**config.mk**
```make
export PLATFORM = sky130hd
export DESIGN_NAME = sram_port_arbiter
export DESIGN_NICKNAME = d
export VERILOG_FILES = /design/src/rtl/sram_port_arbiter_pkg.sv /design/src/rtl/sram_port_arbiter_rr_priority_pick.sv /design/src/rtl/sram_port_arbiter.sv
export SDC_FILE = /design/constraint.sdc
export NUM_CORES = 1
export LEC_CHECK = 0
export CORE_MARGIN = 1
export CORE_UTILIZATION = 39
export DETAILED_ROUTE_END_ITERATION = 10
export PLACE_DENSITY = 0.81
export RECOVER_POWER = 25
export SLEW_MARGIN = 15
export SYNTH_ARGS = -nofsm -noshare
export SYNTH_HDL_FRONTEND = slang
export SYNTH_SLANG_ARGS = --single-unit
```
**constraint.sdc**
```tcl
create_clock -name Clk -period 3.9 [get_ports Clk]
set_input_delay 0.975 -clock Clk [delete_from_list [all_inputs] [get_ports Clk]]
set_output_delay 0.975 -clock Clk [all_outputs]
set_load 0.01 [all_outputs]
```
**src/rtl/sram_port_arbiter_pkg.sv**
```systemverilog
`default_nettype none
// ============================================================================
// Module      : sram_port_arbiter_pkg
// Description : Shared definitions for the SRAM port arbiter. This package
//               holds the default address and data widths, the RW pin
//               encoding, and the arbiter state type.
// Revision    : 1.0 - initial release
// ============================================================================
package sram_port_arbiter_pkg;

    localparam int DEF_A_WIDTH = 16;
    localparam int DEF_D_WIDTH = 8;

    // SRAM RW pin encoding
    localparam logic RW_READ  = 1'b0;
    localparam logic RW_WRITE = 1'b1;

    typedef enum logic [0:0] {
        ST_IDLE   = 1'b0,
        ST_LOCKED = 1'b1
    } state_e;

endpackage : sram_port_arbiter_pkg
`default_nettype wire

```
**src/rtl/sram_port_arbiter_rr_priority_pick.sv**
```systemverilog
`default_nettype none
// ============================================================================
// Module      : rr_priority_pick
// Description : Combinational round-robin picker. It searches Req_i upward
//               from Last_i+1 and wraps modulo N. The first requester it
//               finds is the winner.
// Ports       : Req_i  - request vector
//               Last_i - index of the previous winner
//               Gnt_o  - one-hot winner
//               Idx_o  - binary index of the winner
//               Any_o  - at least one request present
// Revision    : 1.0 - initial release
// ============================================================================
module rr_priority_pick
    import sram_port_arbiter_pkg::*;
#(
    parameter int N    = 3,
    parameter int ID_W = (N > 1) ? $clog2(N) : 1
) (
    input  logic [N-1:0]    Req_i,
    input  logic [ID_W-1:0] Last_i,
    output logic [N-1:0]    Gnt_o,
    output logic [ID_W-1:0] Idx_o,
    output logic            Any_o
);

    int w_j;

    // Offsets 1..N visit every requester once. Offset N wraps back to
    // Last_i, so the previous winner has the lowest priority.
    always_comb begin
        Gnt_o = '0;
        Idx_o = '0;
        Any_o = 1'b0;
        w_j   = 0;
        for (int k = 1; k <= N; k++) begin
            w_j = (int'(Last_i) + k) % N;
            if (!Any_o && Req_i[w_j]) begin
                Any_o      = 1'b1;
                Gnt_o[w_j] = 1'b1;
                Idx_o      = ID_W'(w_j);
            end
        end
    end

endmodule : rr_priority_pick
`default_nettype wire

```
**src/rtl/sram_port_arbiter.sv**
```systemverilog
`default_nettype none
// ============================================================================
// Module      : sram_port_arbiter
// Description : Round-robin arbiter that shares one registered-output SRAM
//               between N_REQ requesters. Arbitration takes zero cycles.
//               Read data returns one cycle after the grant. A per-requester
//               Lock gives the owner exclusive back-to-back access.
// Ports       : Clk, Rst            - clock, async active-high reset
//               Req/Rw/Lock         - per-requester request, direction, lock
//               Addr/WData          - packed per-requester address/data
//               Gnt                 - one-hot access issued this cycle
//               RValid/RData        - one-hot read return and shared data
//               Mem_Addr/Mem_Out    - SRAM Addr / Data_In
//               Mem_In              - SRAM Data_Out (registered in the SRAM)
//               Mem_En/Mem_Rw       - SRAM En / RW
// Revision    : 1.0 - initial release
// ============================================================================
module sram_port_arbiter
    import sram_port_arbiter_pkg::*;
#(
    parameter int A_WIDTH = DEF_A_WIDTH,
    parameter int D_WIDTH = DEF_D_WIDTH,
    parameter int N_REQ   = 3
) (
    input  logic                       Clk,
    input  logic                       Rst,
    input  logic [N_REQ-1:0]           Req,
    input  logic [N_REQ-1:0]           Rw,
    input  logic [N_REQ-1:0]           Lock,
    input  logic [N_REQ*A_WIDTH-1:0]   Addr,
    input  logic [N_REQ*D_WIDTH-1:0]   WData,
    output logic [N_REQ-1:0]           Gnt,
    output logic [N_REQ-1:0]           RValid,
    output logic [D_WIDTH-1:0]         RData,
    output logic [A_WIDTH-1:0]         Mem_Addr,
    output logic [D_WIDTH-1:0]         Mem_Out,
    input  logic [D_WIDTH-1:0]         Mem_In,
    output logic                       Mem_En,
    output logic                       Mem_Rw
);

    localparam int ID_W = (N_REQ > 1) ? $clog2(N_REQ) : 1;

    state_e              state_q,   state_d;
    logic [ID_W-1:0]     last_q,    last_d;
    logic [ID_W-1:0]     owner_q,   owner_d;
    logic                pend_q,    pend_d;
    logic [ID_W-1:0]     pend_id_q, pend_id_d;
    logic [A_WIDTH-1:0]  addr_q;
    logic [D_WIDTH-1:0]  wdata_q;

    logic [N_REQ-1:0]    w_pick_gnt;
    logic [ID_W-1:0]     w_pick_idx;
    logic                w_pick_any;
    logic                w_grant;
    logic [ID_W-1:0]     w_sel;
    logic [N_REQ-1:0]    w_gnt_vec;

    rr_priority_pick #(
        .N    (N_REQ),
        .ID_W (ID_W)
    ) u_pick (
        .Req_i  (Req),
        .Last_i (last_q),
        .Gnt_o  (w_pick_gnt),
        .Idx_o  (w_pick_idx),
        .Any_o  (w_pick_any)
    );

    // Next-state and grant decode
    always_comb begin
        state_d   = state_q;
        last_d    = last_q;
        owner_d   = owner_q;
        pend_d    = 1'b0;
        pend_id_d = pend_id_q;
        w_grant   = 1'b0;
        w_sel     = owner_q;
        w_gnt_vec = '0;

        case (state_q)
            ST_IDLE: begin
                if (w_pick_any) begin
                    w_grant   = 1'b1;
                    w_sel     = w_pick_idx;
                    w_gnt_vec = w_pick_gnt;
                end
            end
            ST_LOCKED: begin
                if (Req[owner_q]) begin
                    w_grant   = 1'b1;
                    w_sel     = owner_q;
                    w_gnt_vec = N_REQ'(1) << owner_q;
                end
                // Leaving the lock does not depend on whether the owner is
                // granted. A grant in this cycle still goes ahead.
                if (!Lock[owner_q]) begin
                    state_d = ST_IDLE;
                end
            end
            default: begin
                state_d = ST_IDLE;
            end
        endcase

        // No access is issued while reset is held. This keeps every output
        // at zero during an asynchronous reset.
        if (Rst) begin
            w_grant   = 1'b0;
            w_gnt_vec = '0;
        end

        if (w_grant) begin
            last_d = w_sel;
            if (Rw[w_sel] == RW_READ) begin
                pend_d    = 1'b1;
                pend_id_d = w_sel;
            end
            if (state_q == ST_IDLE && Lock[w_sel]) begin
                state_d = ST_LOCKED;
                owner_d = w_sel;
            end
        end
    end

    always_ff @(posedge Clk or posedge Rst) begin
        if (Rst) begin
            state_q   <= ST_IDLE;
            last_q    <= ID_W'(N_REQ - 1);
            owner_q   <= '0;
            pend_q    <= 1'b0;
            pend_id_q <= '0;
            addr_q    <= '0;
            wdata_q   <= '0;
        end else begin
            state_q   <= state_d;
            last_q    <= last_d;
            owner_q   <= owner_d;
            pend_q    <= pend_d;
            pend_id_q <= pend_id_d;
            addr_q    <= Mem_Addr;
            wdata_q   <= Mem_Out;
        end
    end

    // Memory-side outputs. Address and data hold their last issued value
    // between accesses.
    assign Gnt      = w_gnt_vec;
    assign Mem_En   = w_grant;
    assign Mem_Rw   = w_grant & Rw[w_sel];
    assign Mem_Addr = w_grant ? Addr[w_sel*A_WIDTH +: A_WIDTH]  : addr_q;
    assign Mem_Out  = w_grant ? WData[w_sel*D_WIDTH +: D_WIDTH] : wdata_q;

    // The SRAM registers its output, so the data for a read granted in the
    // previous cycle is already on Mem_In.
    assign RValid   = pend_q ? (N_REQ'(1) << pend_id_q) : '0;
    assign RData    = pend_q ? Mem_In : '0;

endmodule : sram_port_arbiter
`default_nettype wire

```
==> run summary <==
Worst setup skew after layout = 0.007005 ns
Share of Yosys cell area claimed by the top area cell type = 0.3291
Half-perimeter wire length after placement = 6.025 mm
Synth area leader = dfrtp_1
Sw Share = 0.4297
Wire length per cell after detailed routing = 18.87 um
TritonCTS clock tree = built
I/O pin count = 131
Unrepaired setup endpoints after global routing = yes
Register share of total power = 0.122
Fraction of final layout cells with drive strength greater than 1 = 0.3806
Top library cells by usage in the layout, fill and taps aside = clkdlybuf4s50_1, buf_4, dfrtp_1
Post-route DRC violation count = 0
Dominant synthesized flop cell = dfrtp_1
Final design utilization = 0.8067
Worst relative slew slack = 0.5708
Setup slack of the critical path after layout = -0.1664 ns
Total Routed Length = 9.736 mm
Leakage = 0.002035 uW
Vias in the first global route = 2926
Total global-route track usage = 0.2876
Synth Area per Inst = 9.904 um^2
Number of instances in the synthesized netlist = 238
Slowest-stage cell, CP = o31ai_4
Syn_nets = 333
Root buffer cell = clkbuf_8
Number of distinct library cell variants in the gate-level netlist after synthesis = 50
Data arrival time at the worst-slack endpoint = 3.09 ns
Post-route design area = 0.004578 mm^2
Count of final setup violators = 12
Share of the yosys chip area belonging to registers = 0.3402
Area growth from synthesis to layout = 94.21%
X dimension of the die = 79.75 um
Violated checks = negative setup slack
Synth top area cells = dfrtp_1, mux2i_1, a22oi_1
Combinational cell fraction of total power = 0.823
First-pass GRT wire length = 13.99 mm
Initial core utilization = 0.4153
Fin Hold WS = 0.5123 ns
Result of the run = finished with violations
Number of buffers created by CTS = 5
Clk network pwr share = 0.054
Largest driver fanout on the critical path = 12
PwrDens = 1068 mW/mm^2
Vias per Instance = 5.537
Share of the clock period used by the worst path after layout = 1.043
Number of port buffers = 130
Number of design-rule violations left by the first detailed-router iteration = 146
Max-slew violations = 0
Clock period minus worst slack = 4.066 ns
Insertion delay of the later-clocked pin in the worst-skew pair = 0.28 ns
Setup Crit Path Kind = input port to output port
Post-Route M1 WL = 3.634 mm
Total placed cells including tap cells = 470
Area of the core = 0.005675 mm^2
Synthesized flop and latch total = 32
Leading cell type in the layout, fill and taps excluded = clkdlybuf4s50_1
Peak ir drop on the vdd network = 667.7 uV
Dominant cell type by count on the critical path = buf_6
Max cap viols = 0
Number of search-and-repair iterations in the first detailed-routing pass = 4
Number of flops mapped to enable cells by yosys = 0
Sw power = 2100 uW
Area used by multi-input combinational logic = 0.001589 mm^2
Kind of launch point of the worst setup path = input port
Filler Cells Inserted = 360
Data required, critical path = 2.92 ns
Post-Synthesis Cell Area = 0.002357 mm^2
Area taken by flip-flops and latches = 802.0 um^2
Met2 routed wirelength = 5.032 mm
Placed cell area = 0.004015 mm^2
Internal cell power = 2788 uW
DR top layer = met4
Number of failing hold endpoints at the final stage = 0
GRT Residual Overflow = 0
Depth of the CTS H-tree = 2
Detailed route wirelength on metal3 = 752 um
FP Rows = 27
Vertical die dimension = 79.75 um
Pin count of the biggest net entering global routing = 27
Vias after detailed routing = 2857
Transition time at the pin with the least slew margin = 0.6431 ns
RePlAce Congestion = 0.8998
Highest attainable clock frequency = 245.9 MHz
CTS Buffer Depth = 2
Sequence of cells on the critical path = buf_6 > buf_4 > mux2i_4 > o21ai_4 > buf_4 > o31ai_4 > buf_6 > o32ai_4 > buf_6 > buf_12 > a22oi_1 > o21ai_1 > buf_2
Hold Path Class = flop to flop
Kind of end point of the critical path = output port
Antenna violations before repair = 0
Number of warnings reported in the yosys synthesis log = 0
Clock input transition at the sequential cells of the worst setup and hold paths = 0.07 ns
Number of non-filler instances in the completed layout = 516
Final net count = 538
Delay of the slowest cell on the worst path = 0.28 ns
Total inserted antenna cells = 0
Number of clock sinks seen by CTS = 32
Antenna-violating nets left = 0
Share of async-settable or async-resettable flops after synthesis = 1.000
Die Outline Area = 0.006359 mm^2
-- critical path, delay by kind of cell --
family / cells / cell delay, ns
multiplexers: 1 / 0.20
buffers and inverters: 7 / 0.99
AO/OA/AOI/OAI: 5 / 0.91
-- flip-flops by register name, indices dropped and copies added, names as in the netlist --
name / flops
pend_q: 1
state_q: 1
addr_q: 16
pend_id_q: 2
last_q: 2
wdata_q: 8
owner_q: 2
-- final timing paths --
path | end | cells after the start | startpoint | slack (ns)
setup / recovery | Mem_Addr[1] | 13 | Req[0] | -0.17
hold / removal | addr_q[10] | 2 | addr_q[10] | 0.51
setup reg to reg | wdata_q[2] | 23 | last_q[1] | 0.08
hold reg to reg | addr_q[10] | 2 | addr_q[10] | 0.51
max in group asynchronous | state_q | 4 | Rst | 1.82
min in group asynchronous | addr_q[1] | 3 | Rst | 1.39
-- per-layer routing --
layer	track usage	vias to the layer above
li1	-	1302
met1	0.3131	1367
met2	0.5316	161
met3	0.07314	27
met4	0.1054	0
met5	0	-
-- cells in the mapped netlist, types with 3 or more instances --
| master | instances |
|---|---|
| inv_1 | 10 |
| o21ai_0 | 11 |
| ha_1 | 4 |
| dfrtp_1 | 31 |
| and2_1 | 9 |
| a21oi_1 | 9 |
| nor2_1 | 8 |
| a22oi_1 | 24 |
| buf_2 | 7 |
| a21o_1 | 3 |
| clkbuf_1 | 3 |
| mux2i_1 | 25 |
| o21ai_1 | 22 |
| nand2b_1 | 4 |
| o21a_1 | 3 |
| nand2_1 | 13 |
| mux2i_4 | 5 |
| nand3b_1 | 3 |
-- cell type report --
| class | count | area share |
|---|---|---|
| multi-input combinational | 180 | 0.3471 |
| sequential | 32 | 0.1752 |
| inverter | 11 | 0.009019 |
| clock buffer | 8 | 0.01968 |
| timing repair buffer | 213 | 0.4294 |
| tap | 72 | 0.01968 |
-- stage by stage --
| stage | TNS [ns] | total power, uW | setup slack [ns] |
|---|---|---|---|
| CTS | 0 | 4384 | 0.001496 |
| global route | -2.366 | 5153 | -0.2080 |
| global placement | -18.34 | 3627 | -0.7022 |
| floorplan | 0 | 2363 | 0.4419 |
| finish | -0.5002 | 4888 | -0.1664 |
| detailed placement | -19.03 | 3678 | -0.7635 |
-- repair_timing --
action	in CTS	in global routing
resized for setup	151	33
pin swaps	7	8
setup buffers	25	10
hold buffers	0	0
hold endpoints to repair	0	0
setup endpoints to repair	29	29
gates cloned	3	0
-- kinds of logic (layout without fill, tap and decap cells) --
group                    Yosys count  in the layout  share of synthesized area
AO/OA/AOI/OAI                     99             99                     0.3132
multiplexers                      30             30                     0.1539
adder cells (fa/ha/maj)            4              4                    0.02123
AND/OR/NAND/NOR                   47             47                     0.1062
buffers and inverters             26            232                    0.06528
flip-flops                        32             32                     0.3402
-- power by group through the flow --
| stage | Combinational, uW | Clock, uW | Sequential [uW] |
|---|---|---|---|
| 2_1_floorplan | 1810 | 0 | 552 |
| 6_report | 4020 | 266 | 597 |
| 5_1_grt | 4260 | 282 | 614 |
| 3_5_place_dp | 3100 | 0 | 583 |
| 3_3_place_gp | 3050 | 0 | 576 |
| 4_1_cts | 3540 | 262 | 584 |
No activity file was read; power rests on OpenSTA's default activity.
==> RTL edit 1 (same settings) <==
Change the package constant `DEF_D_WIDTH` from 8 to 7.
--- a/src/rtl/sram_port_arbiter_pkg.sv
+++ b/src/rtl/sram_port_arbiter_pkg.sv
@@ -11,3 +11,3 @@
     localparam int DEF_A_WIDTH = 16;
-    localparam int DEF_D_WIDTH = 8;
+    localparam int DEF_D_WIDTH = 7;
 
Interface: changed (resized Mem_In, Mem_Out, RData and WData); port bits go from 131 to 125. The function was not compared with the original's and may differ.
==> RTL edit 1 against the original RTL <==
- the run ends with capacitance limit, slew limit left
- sequential power is essentially flat
- critical endpoint is now Mem_Addr[13]
- critical path type unchanged
- area after synthesis shrank 1.5%
- total power shrank 13%
- largest power group unchanged
- final area shrank 9.0%
- cell count shrank 4.3%
- routed wire length shrank 12%
- sequential cell count shrank 1
- fmax grew 5.0%
- setup slack gained 0.19 ns
- count of clock-buffer cells in the layout shrank 2
==> RTL edit 1: results (changes against the original RTL) <==
* Worst path arrival time at 2.90 ns (-0.19 ns)
* Vias per std cell at 5.51 (-0.45%)
* Cell Area, Placed at 0.00390 mm² (-2.9%)
* Largest registers: addr_q x16, wdata_q x7
* Distinct cells, synth at 57 (+14%)
* Static Leak at 1.80 nW (-11%)
* Setup Fix Bufs, Post-CTS at 7 (-72%)
* HPWL after detailed placement at 6070 µm (+0.68%)
* Status: finished with violations
* Max FO, Critical Path at 24 (+12)
* Critical-path top delay cell: o21ai_4
* CTS root buf: clkbuf_8
* PortBufs at 124 (-4.6%)
* Post-Synthesis Cells at 248 (+4.2%)
* Syn nets at 339 (+1.8%)
* GRT Overall Usage at 27.3% (-1.5 points)
* Slew Limit Fails at 32 (+32)
* Failing checks: capacitance limit, slew limit
* Pwr Total at 0.00427 W (-13%)
* Share of layout cells above drive strength 1 at 32.5% (-5.6 points)
* Worst hold path type: reg -> reg
* N_diodes at 0 (unchanged)
* First-pass GRT wire length at 13100 µm (-6.2%)
* Max Cap Viol at 1 (+1)
* Clock Skew at 0.00474 ns (-0.00227 ns)
* Cts repair resizes at 103 (-32%)
* Nets@finish at 513 (-4.6%)
* Post-synthesis sequential area ratio at 33.5% (-0.56 points)
* Largest net degree at the start of global routing at 32 (+19%)
* Finished Layout Cells at 494 (-4.3%)
* Top post-synthesis cells by area: dfrtp_1 32%, mux2i_1 13%, a21oi_1 6.0%, o22ai_1 5.4%, nor2_1 4.2%
* Clock power frac at 6.1% (+0.7 points)
* WL/cell at 17.4 µm (-7.8%)
* Combinational power at 0.00341 W (-15%)
* Pre-antenna DRT Iters at 4 (unchanged)
* Slew @ Worst Pin at 1.70 ns (+1.06 ns)
* Vias in the first global route at 2733 (-6.6%)
* Synth cell count leaders: 30 x dfrtp_1, 29 x mux2i_1, 28 x a21oi_1, 26 x nor2_1, 20 x o22ai_1
* 1st-iter DRT viols at 159 (+8.9%)
* Sw frac at 44.4% (+1.4 points)
* Place WS at -0.735 ns (+0.0288 ns)
* VDD IR max at 0.582 mV (-13%)
* Synth async-reset ratio at 100% (unchanged)
* Gpl congestion at 0.896 (-0.40%)
* Post-Place Cells at 470 (unchanged)
## RTL edit 1: cell types whose count changed in the layout (fill, tap and decap cells not counted), sizes merged, moves of 6 or more
| cell | delta |
|---|---|
| o21ai | -24 |
| a21oi | +20 |
| buf | -29 |
| nor2 | +18 |
| a22oi | -24 |
| clkdlybuf4s50 | -6 |
| o22ai | +23 |
## RTL edit 1: cell type report
type | instances | area [µm²]
timing repair buffer | 183 | 1620
multi-input combinational | 192 | 1560
fill | 431 | 1440
sequential | 31 | 778
tap | 72 | 90.1
clock buffer | 6 | 82.6
inverter | 9 | 33.8
clock inverter | 1 | 5.00
## RTL edit 1: kinds of logic after synthesis
logic type | synth area share (%)
AND/OR/NAND/NOR | 17.1
multiplexers | 13.1
adder cells (fa/ha/maj) | 2.16
AO/OA/AOI/OAI | 28.1
flip-flops | 33.5
buffers and inverters | 6.03
## RTL edit 1: critical path, delay by kind of cell
family | cells | cell delay (ns)
mux | 1 | 0.11
buf+inv | 6 | 0.97
compound gates | 4 | 0.74
simple gates | 1 | 0.09
## RTL edit 1: path summary, 6_finish.rpt
| path | from | to | slack, ns | cells past startpoint |
|---|---|---|---|---|
| setup / recovery | Req[1] | Mem_Addr[13] | 0.03 | 12 |
| hold / removal | addr_q[5] | addr_q[5] | 0.54 | 2 |
| setup reg to reg | last_q[1] | pend_id_q[0] | 1.11 | 12 |
| hold reg to reg | addr_q[5] | addr_q[5] | 0.54 | 2 |
| max in group asynchronous | Rst | last_q[0] | 0.77 | 4 |
| min in group asynchronous | Rst | addr_q[2] | 2.03 | 4 |
## RTL edit 1: per-layer routing
layer	global-route usage [%]	share of wire, %
met5	0	0
met2	49.0	51
met4	9.64	2.4
met1	31.4	40
met3	6.32	6.5
==> RTL edit 2 (same flow settings) <==
Made on the original files. Take the reset off `addr_q` and `wdata_q` and load them in a clocked block of their own.
--- a/src/rtl/sram_port_arbiter.sv
+++ b/src/rtl/sram_port_arbiter.sv
@@ -132,4 +132,2 @@
             pend_id_q <= '0;
-            addr_q    <= '0;
-            wdata_q   <= '0;
         end else begin
@@ -140,5 +138,8 @@
             pend_id_q <= pend_id_d;
-            addr_q    <= Mem_Addr;
-            wdata_q   <= Mem_Out;
         end
+    end
+
+    always_ff @(posedge Clk) begin
+        addr_q  <= Mem_Addr;
+        wdata_q <= Mem_Out;
     end
Behaviour: differs if Rst is asserted again (counterexample within 4 cycles, from zero or initial values and one cycle with Rst high); with Rst held inactive, the same outputs for 4 cycles.
==> RTL edit 2 against the original RTL <==
- routed wire length down 14%
- clock skew is essentially flat
- total power shrank 6.6%
- final area fell by 3.3%
- worst hold slack worse by 0.053 ns
- area after synthesis grew 3.3%
- register-to-register slack better by 1.1 ns
- sequential cell count is the same
- setup slack better by 0.17 ns
- critical path depth is 1 lower
- largest cell class unchanged
==> RTL edit 2: results (changes against the original RTL) <==
* Largest net degree at the start of global routing at 20 (-26%)
* Top post-synthesis cells by area: dfxtp_1 20%, mux2i_1 12%, o211ai_2 10%, dfrtp_1 7.2%, nand2_1 6.0%
* Critical Path Start: last_q[1]
* FF-to-FF End: owner_q[0]
* Fillers at 435 (+21%)
* WL/cell at 15.6 µm (-17%)
* R2R setup slack at 1.16 ns (+1.08 ns)
* Distinct cells, synth at 52 (+4.0%)
* Met2 Use GR at 46.3% (-6.9 points)
* First-pass GRT wire length at 12800 µm (-8.2%)
* Main synth FF type: dfxtp_1
* Synth Area per Inst at 9.12 µm² (-7.9%)
* GRT Overall Usage at 25.5% (-3.3 points)
* Status: complete, no violations
* Period minus WS final at 3.89 ns (-0.172 ns)
* Met1 usage at 30.1% (-1.3 points)
* NonClk Buf Share at 41.8% (-1.2 points)
* Nets@finish at 555 (+3.2%)
* Hold Crit Endpoint: addr_q[5]
* Synth cell count leaders: 39 x nand2_1, 29 x nand3_1, 28 x mux2i_1, 24 x dfxtp_1, 20 x o211ai_2
* Post-Place Cells at 501 (+6.6%)
* Worst path max stage delay at 0.59 ns (+0.31 ns)
* 1st-iter DRT viols at 157 (+7.5%)
* Inverters excl. clock at 9 (-2)
* Non-CTS buffers at 206 (-3.3%)
* Place WS at -0.716 ns (+0.0475 ns)
* Layout area overhead at 81.7%
* DRT met1 WL at 3410 µm (-6.2%)
* Relative slew slack at 64.3% (+7.2 points)
* Met3 usage at 5.06% (-2.3 points)
* Static Leak at 1.93 nW (-5.1%)
* Share of layout cells above drive strength 1 at 35.4% (-2.7 points)
* Setup Fix Bufs, Post-CTS at 14 (-44%)
* Gpl congestion at 0.827 (-8.1%)
* # clk buffers at 7 (-1)
* Critical-path top delay cell: dfstp_2
* Met3 WL post-DR at 475 µm (-37%)
* Vias per std cell at 5.27 (-4.8%)
* Reg2Reg Depth at 12 (-48%)
* Vias in the first global route at 2759 (-5.7%)
* Synth async-reset ratio at 25.0% (-75 points)
* Finished Layout Cells at 536 (+3.9%)
* Hold slack at 0.459 ns (-0.0531 ns)
* Multi-input logic area at 0.00167 mm² (+5.3%)
==> RTL edit 2: cell types whose count changed in the layout (fill, tap and decap cells not counted), moves of 5 or more <==
| cell | unedited run | this run |
|---|---|---|
| o211ai_2 | 0 | 20 |
| buf_2 | 26 | 14 |
| o211ai_1 | 0 | 9 |
| nand3_1 | 0 | 29 |
| clkbuf_2 | 1 | 11 |
| nand2_1 | 13 | 38 |
| dfxtp_1 | 0 | 24 |
| dfrtp_1 | 31 | 7 |
| a22oi_1 | 15 | 0 |
| buf_6 | 19 | 13 |
| o21ai_1 | 21 | 0 |
| mux2i_2 | 4 | 9 |
| a22oi_2 | 9 | 0 |
==> RTL edit 2: where the power goes <==
| part | internal [W] | leakage, nW | switching [W] | total, W |
|---|---|---|---|---|
| clock network | 0.000144 | 0.0488 | 0.000134 | 0.000278 |
| registers | 0.000504 | 0.299 | 0.0000981 | 0.000602 |
| logic | 0.00196 | 1.58 | 0.00173 | 0.00368 |
